`config.mk`:
```
export PLATFORM = sky130hd
export DESIGN_NAME = sr_to_t_decoder_flat
export DESIGN_NICKNAME = d
export VERILOG_FILES = /design/src/rtl/sr_to_t_decoder_if.sv /design/src/rtl/sr_to_t_decoder.sv /design/src/flat_wrapper.sv
export SDC_FILE = /design/constraint.sdc
export NUM_CORES = 1
export LEC_CHECK = 0
export BUFFER_PORTS_ARGS = -buffer_cell sky130_fd_sc_hd__buf_2
export CELL_PAD_IN_SITES_DETAIL_PLACEMENT = 2
export CELL_PAD_IN_SITES_GLOBAL_PLACEMENT = 2
export CORE_MARGIN = 8
export CORE_UTILIZATION = 29
export CTS_CLUSTER_DIAMETER = 200
export CTS_CLUSTER_SIZE = 40
export DETAILED_ROUTE_END_ITERATION = 8
export GPL_TIMING_DRIVEN = 0
export PLACE_DENSITY = 0.78
export SLEW_MARGIN = 0
export SYNTH_ARGS = -nofsm -noshare
export SYNTH_HDL_FRONTEND = slang
export SYNTH_SLANG_ARGS = --single-unit
```
`constraint.sdc`:
```
create_clock -name clk -period 3.9 [get_ports clk]
set_input_delay 0.585 -clock clk [delete_from_list [all_inputs] [get_ports clk]]
set_output_delay 0.585 -clock clk [all_outputs]
set_load 0.05 [all_outputs]
```
`src/rtl/sr_to_t_decoder_if.sv`:
```
// Handshake and status bundle for the SR-to-T decoder.
// master: command source / downstream sink side; slave: the decoder itself.
interface sr_to_t_decoder_if #(
  parameter int unsigned WIDTH = 4,
  parameter int unsigned CNT_W = 8
);
  logic             s_valid;
  logic             s_ready;
  logic [WIDTH-1:0] s_set;
  logic [WIDTH-1:0] s_rst;
  logic             m_valid;
  logic             m_ready;
  logic [WIDTH-1:0] m_toggle;
  logic [WIDTH-1:0] m_state;
  logic [WIDTH-1:0] m_illegal;
  logic             clr_err;
  logic             err_sticky;
  logic [CNT_W-1:0] illegal_cnt;
  logic [CNT_W-1:0] toggle_cnt;

  modport master (
    output s_valid, s_set, s_rst, m_ready, clr_err,
    input  s_ready, m_valid, m_toggle, m_state, m_illegal, err_sticky, illegal_cnt, toggle_cnt
  );

  modport slave (
    input  s_valid, s_set, s_rst, m_ready, clr_err,
    output s_ready, m_valid, m_toggle, m_state, m_illegal, err_sticky, illegal_cnt, toggle_cnt
  );
endinterface

```
`src/rtl/sr_to_t_decoder.sv`:
```
// Rebuilds toggle excitations from per-bit set/reset commands against a shadow
// copy of an SR register bank; flags S=R=1 and keeps saturating event counters.
module sr_to_t_decoder #(
  parameter int unsigned WIDTH = 4,
  parameter int unsigned CNT_W = 8
) (
  input  logic               clk,
  input  logic               rst,
  sr_to_t_decoder_if.slave   bus
);

  localparam logic [CNT_W-1:0] CntMax = '1;

  // Shadow state; doubles as the registered m_state output.
  logic [WIDTH-1:0] q;
  logic [WIDTH-1:0] tog_c;
  logic [WIDTH-1:0] ill_c;
  logic [CNT_W:0]   pop;
  logic [CNT_W:0]   tog_sum;
  logic             accept;
  logic             any_ill;

  // Ready only depends on the output slot, so there is no s_* -> m_* path.
  assign bus.s_ready = ~bus.m_valid | bus.m_ready;
  assign bus.m_state = q;

  // Per-bit decode against the pre-update state, plus popcount for the counter.
  always_comb begin
    ill_c   = bus.s_set & bus.s_rst;
    tog_c   = (bus.s_set & ~bus.s_rst & ~q) | (bus.s_rst & ~bus.s_set & q);
    pop     = '0;
    for (int i = 0; i < int'(WIDTH); i++) begin
      pop = pop + {{CNT_W{1'b0}}, tog_c[i]};
    end
    tog_sum = {1'b0, bus.toggle_cnt} + pop;
    any_ill = |ill_c;
    accept  = bus.s_valid & bus.s_ready;
  end

  // Output slot, shadow state and counters; all advance only on accepted beats.
  always_ff @(posedge clk) begin
    if (!rst) begin
      q               <= '0;
      bus.m_valid     <= 1'b0;
      bus.m_toggle    <= '0;
      bus.m_illegal   <= '0;
      bus.err_sticky  <= 1'b0;
      bus.illegal_cnt <= '0;
      bus.toggle_cnt  <= '0;
    end else begin
      if (accept) begin
        q              <= q ^ tog_c;
        bus.m_valid    <= 1'b1;
        bus.m_toggle   <= tog_c;
        bus.m_illegal  <= ill_c;
        bus.toggle_cnt <= tog_sum[CNT_W] ? CntMax : tog_sum[CNT_W-1:0];
      end else if (bus.m_ready) begin
        bus.m_valid <= 1'b0;
      end

      // A fresh illegal event beats a simultaneous clear.
      if (accept && any_ill) begin
        bus.err_sticky <= 1'b1;
        if (bus.clr_err) begin
          bus.illegal_cnt <= CNT_W'(1);
        end else if (bus.illegal_cnt != CntMax) begin
          bus.illegal_cnt <= bus.illegal_cnt + CNT_W'(1);
        end
      end else if (bus.clr_err) begin
        bus.err_sticky  <= 1'b0;
        bus.illegal_cnt <= '0;
      end
    end
  end

endmodule

```
`src/flat_wrapper.sv`:
```
// flat-port wrapper written by rule: the top's interface ports become plain ports
module sr_to_t_decoder_flat 
#(
  parameter int unsigned WIDTH = 4,
  parameter int unsigned CNT_W = 8
)
  (clk, rst, bus_s_valid, bus_s_set, bus_s_rst, bus_m_ready, bus_clr_err, bus_s_ready, bus_m_valid, bus_m_toggle, bus_m_state, bus_m_illegal, bus_err_sticky, bus_illegal_cnt, bus_toggle_cnt);
  sr_to_t_decoder_if #(.WIDTH(WIDTH), .CNT_W(CNT_W)) bus_i ();
  input  logic clk;
  input  logic rst;
  input wire logic [$bits(bus_i.s_valid)-1:0] bus_s_valid;
  input wire logic [$bits(bus_i.s_set)-1:0] bus_s_set;
  input wire logic [$bits(bus_i.s_rst)-1:0] bus_s_rst;
  input wire logic [$bits(bus_i.m_ready)-1:0] bus_m_ready;
  input wire logic [$bits(bus_i.clr_err)-1:0] bus_clr_err;
  output wire logic [$bits(bus_i.s_ready)-1:0] bus_s_ready;
  output wire logic [$bits(bus_i.m_valid)-1:0] bus_m_valid;
  output wire logic [$bits(bus_i.m_toggle)-1:0] bus_m_toggle;
  output wire logic [$bits(bus_i.m_state)-1:0] bus_m_state;
  output wire logic [$bits(bus_i.m_illegal)-1:0] bus_m_illegal;
  output wire logic [$bits(bus_i.err_sticky)-1:0] bus_err_sticky;
  output wire logic [$bits(bus_i.illegal_cnt)-1:0] bus_illegal_cnt;
  output wire logic [$bits(bus_i.toggle_cnt)-1:0] bus_toggle_cnt;
  assign bus_i.s_valid = bus_s_valid;
  assign bus_i.s_set = bus_s_set;
  assign bus_i.s_rst = bus_s_rst;
  assign bus_i.m_ready = bus_m_ready;
  assign bus_i.clr_err = bus_clr_err;
  assign bus_s_ready = bus_i.s_ready;
  assign bus_m_valid = bus_i.m_valid;
  assign bus_m_toggle = bus_i.m_toggle;
  assign bus_m_state = bus_i.m_state;
  assign bus_m_illegal = bus_i.m_illegal;
  assign bus_err_sticky = bus_i.err_sticky;
  assign bus_illegal_cnt = bus_i.illegal_cnt;
  assign bus_toggle_cnt = bus_i.toggle_cnt;
  sr_to_t_decoder #(.WIDTH(WIDTH), .CNT_W(CNT_W)) u_core (.clk(clk), .rst(rst), .bus(bus_i));
endmodule
```
Word level (Yosys, flattened, before mapping)

Cells that the tools add are included.

Add/sub/neg operators: 5
Equal/unequal tests: 1
Muxes and demuxes: 9
Bitwise gates (word level): 13
Reduce and logical (&&, ||, !) cells: 6

Operators by type and width:

| operator                                                      | number |
|---|---|
| 8-bit two-way mux                                             | 5 |
| 4-bit bitwise AND                                             | 5 |
| 9-bit by 1-bit adder with 9-bit output                        | 2 |
| 4-bit inverter                                                | 3 |
| 8-bit by 9-bit adder with 9-bit output                        | 1 |
| 8-bit by 1-bit adder with 8-bit output, second input constant | 1 |
| 8-bit inequality test, second input constant                  | 1 |
| 2-bit nonzero test                                            | 3 |
| 1-bit two-way mux                                             | 4 |
| 4-bit bitwise OR                                              | 1 |
| 4-bit OR reduction                                            | 1 |
| 4-bit bitwise XOR                                             | 1 |
| 1-bit by 1-bit adder with 2-bit output                        | 1 |
| 2-bit AND reduction                                           | 1 |
| 1-bit bitwise AND                                             | 1 |
| 1-bit logical AND                                             | 1 |
| 1-bit inverter                                                | 1 |
| 1-bit bitwise OR                                              | 1 |

Register bits: 30
Bits of input ports: 13
Output and inout port bits: 31
Logic and storage cells: 41

Depth between registers and ports, before layout

Word-level depth: 9
Mapped depth: 12
Depth with buffers taken out: 12

Worst setup path after synthesis

OpenSTA, ideal clock, no wires.

Kind: reg-to-reg
From: reg u_core.q[0] (netlist: u_core.bus.m_state[0])
To: reg u_core.bus.toggle_cnt[4]
Data arrival time: 2.961 ns
Data required time: 3.784 ns
Slack: 0.824 ns
Stages on the path, launching flop included: 12
Buffers on the path: 0
Cell sequence: dfxtp_1 > o21ai_0 > ha_1 > inv_1 > fa_1 > inv_1 > ha_1 > fa_1 > a21oi_1 > nor3_1 > a21o_1 > and3_1

Longest elaborated chain between the ends: 8

RTL lines:

| element                                                  | RTL line                 | RTL |
|---|---|---|
| start: declaration                                       | sr_to_t_decoder.sv:15    | `logic [WIDTH-1:0] q;` |
| start signal: assignment                                 | sr_to_t_decoder.sv:52    | `q <= q ^ tog_c;` |
| 4-bit inverter                                           | sr_to_t_decoder.sv:30    | `tog_c = (bus.s_set & ~bus.s_rst & ~q) \| (bus.s_rst & ~bus.s_set & q);` |
| 4-bit bitwise AND                                        | sr_to_t_decoder.sv:30    |  |
| 4-bit bitwise OR (*)                                     | sr_to_t_decoder.sv:30    |  |
| named net u_core.tog_c[0]                                | sr_to_t_decoder.sv:16    | `logic [WIDTH-1:0] tog_c;` |
| 1-bit by 1-bit adder with 2-bit output (*)               | sr_to_t_decoder.sv:33    | `pop = pop + {{CNT_W{1'b0}}, tog_c[i]};` |
| 9-bit by 1-bit adder with 9-bit output (*) (2 in series) | sr_to_t_decoder.sv:33    |  |
| 8-bit by 9-bit adder with 9-bit output (*)               | sr_to_t_decoder.sv:35    | `tog_sum = {1'b0, bus.toggle_cnt} + pop;` |
| 8-bit two-way mux (*)                                    | sr_to_t_decoder.sv:56    | `bus.toggle_cnt <= tog_sum[CNT_W] ? CntMax : tog_sum[CNT_W-1:0];` |
| end signal: assignment                                   | sr_to_t_decoder.sv:56    |  |
| end: declaration                                         | sr_to_t_decoder_if.sv:28 | `output s_ready, m_valid, m_toggle, m_state, m_illegal, err_sticky, illegal_cnt, toggle_cnt` |

Mark *: on every way through the listed nets, which the timed path passes. The rest lies on a longest branch.
A chain may end at the register's enable or synchronous reset.

Worst setup path after layout

From: in bus_s_rst[0]
To: reg u_core.bus.toggle_cnt[6]

Longest elaborated chain between the ends: 9

RTL lines:

| element                                                  | RTL line              | RTL |
|---|---|---|
| start: declaration                                       | flat_wrapper.sv:13    | `input wire logic [$bits(bus_i.s_rst)-1:0] bus_s_rst;` |
| 4-bit inverter                                           | sr_to_t_decoder.sv:30 |  |
| 4-bit bitwise AND (2 in series)                          | sr_to_t_decoder.sv:30 |  |
| 4-bit bitwise OR (*)                                     | sr_to_t_decoder.sv:30 |  |
| named net u_core.tog_c[0]                                | sr_to_t_decoder.sv:16 |  |
| 1-bit by 1-bit adder with 2-bit output (*)               | sr_to_t_decoder.sv:33 |  |
| 9-bit by 1-bit adder with 9-bit output (*) (2 in series) | sr_to_t_decoder.sv:33 |  |
| 8-bit by 9-bit adder with 9-bit output (*)               | sr_to_t_decoder.sv:35 |  |
| 8-bit two-way mux (*)                                    | sr_to_t_decoder.sv:56 |  |

Marks and branches as above.

==> impl_summary.log <==
[metrics] multiplexer area fraction after synthesis: 0
[metrics] layout cells sized above 1: 0.239
[metrics] die outline width: 88.2 um
[metrics] TritonCTS clock tree: built
[metrics] proportion of synthesized chip area in sequential cells: 0.398
[metrics] Yosys warning count: 0
[metrics] most frequent cell after synthesis: sky130_fd_sc_hd__dfxtp_1
[metrics] first-pass GRT wire length: 8410 um
[metrics] total global routing overflow: 0
[metrics] top cell types by occurrence after synthesis: sky130_fd_sc_hd__dfxtp_1 (30), sky130_fd_sc_hd__nand2_1 (16), sky130_fd_sc_hd__a21oi_1 (15), sky130_fd_sc_hd__nand3_1 (10), sky130_fd_sc_hd__nor3_1 (10)
[metrics] metal2 WL: 2490 um
[metrics] iteration count of the initial detailed-routing pass: 4
[metrics] cts-stage hold buffer count: 0
[metrics] Synth Area in XOR/XNOR: 0.0116
[metrics] Arr. time, crit path: 3.49 ns
[metrics] number of DRC markers in iteration 0: 91
[metrics] biggest area consumer among synthesized cells: sky130_fd_sc_hd__dfxtp_1
[metrics] Max-Slew Margin vs Limit: 0.544
[metrics] quantity of I/O buffers inserted on ports: 42
[metrics] Power Density: 392 nW/um^2
[metrics] detailed-route wire length on metal 1: 2290 um
[metrics] number of pins with negative max-slew slack in the final report: 0
[metrics] async set-reset flop share out of synthesis: 0
[metrics] leakage power summed over all cells: 0.808 nW
[metrics] area growth from synthesis to layout: 24.8%
[metrics] setup TNS: 0 ns
[metrics] top layer used by detailed routing: met4
[metrics] total area of multi-input combinational cells: 845 sq um
[metrics] RSZ-0062 raised after global routing: no
[metrics] # Max-Cap Violations: 0
[metrics] GRT Util Overall: 0.141
[metrics] number of antenna violations at the first check in global routing: 0
[metrics] filler instances: 603
[metrics] Final ANT Viol Nets: 0
[metrics] area of the die: 7770 sq um
[metrics] wire length per cell after detailed routing: 17.2 um
[metrics] area fraction in compound gates after synthesis: 0.246
[metrics] share of synthesized cell area in and, or, nand and nor gates: 0.225
[metrics] number of CTS-inserted buffers: 5
[metrics] area of the core: 5070 sq um
[metrics] chip height: 88.2 um
[metrics] Post-DP Area: 1810 sq um
[metrics] share of the synthesized area in the top cell type: 0.398
[metrics] clk_lat worst skew: 0.28 ns
[metrics] worst min-delay path category: flop to flop
[metrics] cell count after synthesis: 177
[metrics] HPWL after DPL: 3890 um
[metrics] Setup crit start kind: input port
[metrics] TritonCTS sink count: 30
[metrics] nature of the critical path endpoint: flop
[metrics] top_reg_cell synth: sky130_fd_sc_hd__dfxtp_1
[metrics] number of nets at the end of the flow: 247
[metrics] worst clock skew: 0.00387 ns
[metrics] Synth Area in Adders: 0.0762
[metrics] Post CTS Setup Buffer Count: 0
[metrics] syn_area_per_cell: 8.53 sq um
[metrics] number of enable flip-flop cells after synthesis: 0
[metrics] Initial Util: 0.298
[metrics] largest family of logic cells by synthesized area: compound AO/OA/AOI/OAI gates
[metrics] number of failing setup endpoints in the final timing report: 0
[metrics] area of the mapped netlist: 1510 sq um
[metrics] ratio of routed vias to standard cells: 5.26
[metrics] Final Hold Fails: 0
[metrics] H-tree Lvls: 2
[metrics] wire length on met3: 253 um
[metrics] number of buffers on the longest clock path: 2
[metrics] WL final: 5080 um
[metrics] Ant. Diodes: 0
[metrics] post-synth net total: 198
[metrics] post-route DRC violation count: 0
[metrics] highest clock rate: 302 MHz
[metrics] Cell variety after synth: 43
[metrics] most area-consuming cells after synthesis: sky130_fd_sc_hd__dfxtp_1 (40%), sky130_fd_sc_hd__a21oi_1 (5.0%), sky130_fd_sc_hd__ha_1 (5.0%)
[metrics] WS Path Type: input port to flop
[metrics] Via Count: 1556
[metrics] maximum number of pins on one net before global-route repair: 11
[metrics] post-route design area: 1880 sq um
[metrics] final worst path period share: 0.849
[metrics] Max rail drop VDD: 0.000159 V
[metrics] Period minus WS final: 3.31 ns
[metrics] number of placement rows: 26
[metrics] Slew @ Worst Pin: 0.680 ns
[metrics] Seq cells post-synth: 30
[metrics] status: complete, no violations
[metrics] total I/O pin count: 44
[metrics] CTS clock-pin slew for the worst setup and hold paths: 0.06 ns
[metrics] area occupied by registers: 601 sq um
[metrics] placer's final routability congestion estimate: 0.775
[metrics] via count of the first global-routing pass: 1621
[metrics] Root Buffer: sky130_fd_sc_hd__clkbuf_8
[metrics] count of instances resized after the clock tree is built: 0
[metrics] endpoint required time on the critical path: 4.08 ns
[metrics] Max Fanout on Critical Path: 6
cell families after synthesis:
| group | after synthesis |
|---|---|
| and+or+nand+nor | 66 |
| AOI/OAI and AO/OA | 54 |
| DFF | 30 |
| buffers and inverters | 17 |
| adders and majority gates | 8 |
| xor gates and xnor gates | 2 |
placed cells by master (no fill, tap or decap), types with 2 or more instances in the layout:
cell                        n
sky130_fd_sc_hd__nand2_1   16
sky130_fd_sc_hd__nor2_1     9
sky130_fd_sc_hd__o41ai_1    4
sky130_fd_sc_hd__and4_1     3
sky130_fd_sc_hd__nand3_1   10
sky130_fd_sc_hd__o21ai_0    8
sky130_fd_sc_hd__fa_1       2
sky130_fd_sc_hd__a211oi_1   2
sky130_fd_sc_hd__o311ai_0   4
sky130_fd_sc_hd__clkbuf_8   5
sky130_fd_sc_hd__buf_2     43
sky130_fd_sc_hd__nor2b_1    2
sky130_fd_sc_hd__or3_1      2
sky130_fd_sc_hd__a22oi_1    2
sky130_fd_sc_hd__a31oi_1    2
sky130_fd_sc_hd__nand2b_1   4
sky130_fd_sc_hd__xor2_1     2
sky130_fd_sc_hd__o31ai_1    4
sky130_fd_sc_hd__ha_1       6
sky130_fd_sc_hd__o221a_2    3
sky130_fd_sc_hd__inv_1      9
sky130_fd_sc_hd__dfxtp_1   30
sky130_fd_sc_hd__clkbuf_1   7
sky130_fd_sc_hd__nand3b_1   2
sky130_fd_sc_hd__o21a_1     2
sky130_fd_sc_hd__a21oi_1   15
sky130_fd_sc_hd__or2_2      2
sky130_fd_sc_hd__nor3_1    10
registers in the layout (all words and copies together), names as in the netlist:
signal and cells:
u_core.bus.err_sticky 1, u_core.bus.illegal_cnt 8, u_core.bus.m_illegal 4, u_core.bus.m_state 4, u_core.bus.m_toggle 4, u_core.bus.m_valid 1
u_core.bus.toggle_cnt 8
final cells by class:
class,instances,area share
sequential,30,0.319
buffer,6,0.0126
multi-input combinational,130,0.448
timing repair buffer,42,0.112
inverter,11,0.0219
clock buffer,7,0.0405
tap,70,0.0465
final timing paths:
| check | depth (start not counted) | slack (ns) | end | from |
|---|---|---|---|---|
| setup reg to reg | 11 | 0.79 | u_core.bus.toggle_cnt[1] | u_core.bus.m_state[0] |
| setup / recovery | 13 | 0.59 | u_core.bus.toggle_cnt[6] | bus_s_rst[0] |
| hold reg to reg | 2 | 0.46 | u_core.bus.m_illegal[0] | u_core.bus.m_illegal[0] |
| hold / removal | 2 | 0.46 | u_core.bus.m_illegal[0] | u_core.bus.m_illegal[0] |
metrics by stage:
step	std cells	power (mW)	utilization	hold slack, ns	setup slack, ns
2_1_floorplan	177	0.450	-	0.675	0.824
3_3_place_gp	289	0.498	0.356	0.441	0.403
3_5_place_dp	289	0.506	0.356	0.451	0.317
4_1_cts	296	0.750	0.371	0.460	0.618
5_1_grt	296	0.778	0.371	0.487	0.388
6_report	296	0.739	0.371	0.455	0.591
power breakdown:
part	leakage (nW)	switching [mW]	internal, mW
logic	0.525	0.119	0.0468
clock network	0.0383	0.118	0.123
registers	0.245	0.0117	0.321
critical path, cell delays in order:
cell and delay, ns:
sky130_fd_sc_hd__buf_2 0.13, sky130_fd_sc_hd__nand2b_1 0.14, sky130_fd_sc_hd__o21ai_0 0.34, sky130_fd_sc_hd__ha_1 0.31
sky130_fd_sc_hd__inv_1 0.07, sky130_fd_sc_hd__fa_1 0.41, sky130_fd_sc_hd__inv_1 0.08, sky130_fd_sc_hd__ha_1 0.18
sky130_fd_sc_hd__fa_1 0.23, sky130_fd_sc_hd__a21oi_1 0.13, sky130_fd_sc_hd__nor3_1 0.41, sky130_fd_sc_hd__a41oi_1 0.18
sky130_fd_sc_hd__a311oi_1 0.30
layer usage:
metal | vias up | global-route usage
met5 | - | 0
met1 | 760 | 0.173
met3 | 5 | 0.0441
met4 | 0 | 0.0399
li1 | 760 | -
met2 | 31 | 0.228
No activity file was read; power rests on OpenSTA's default activity.
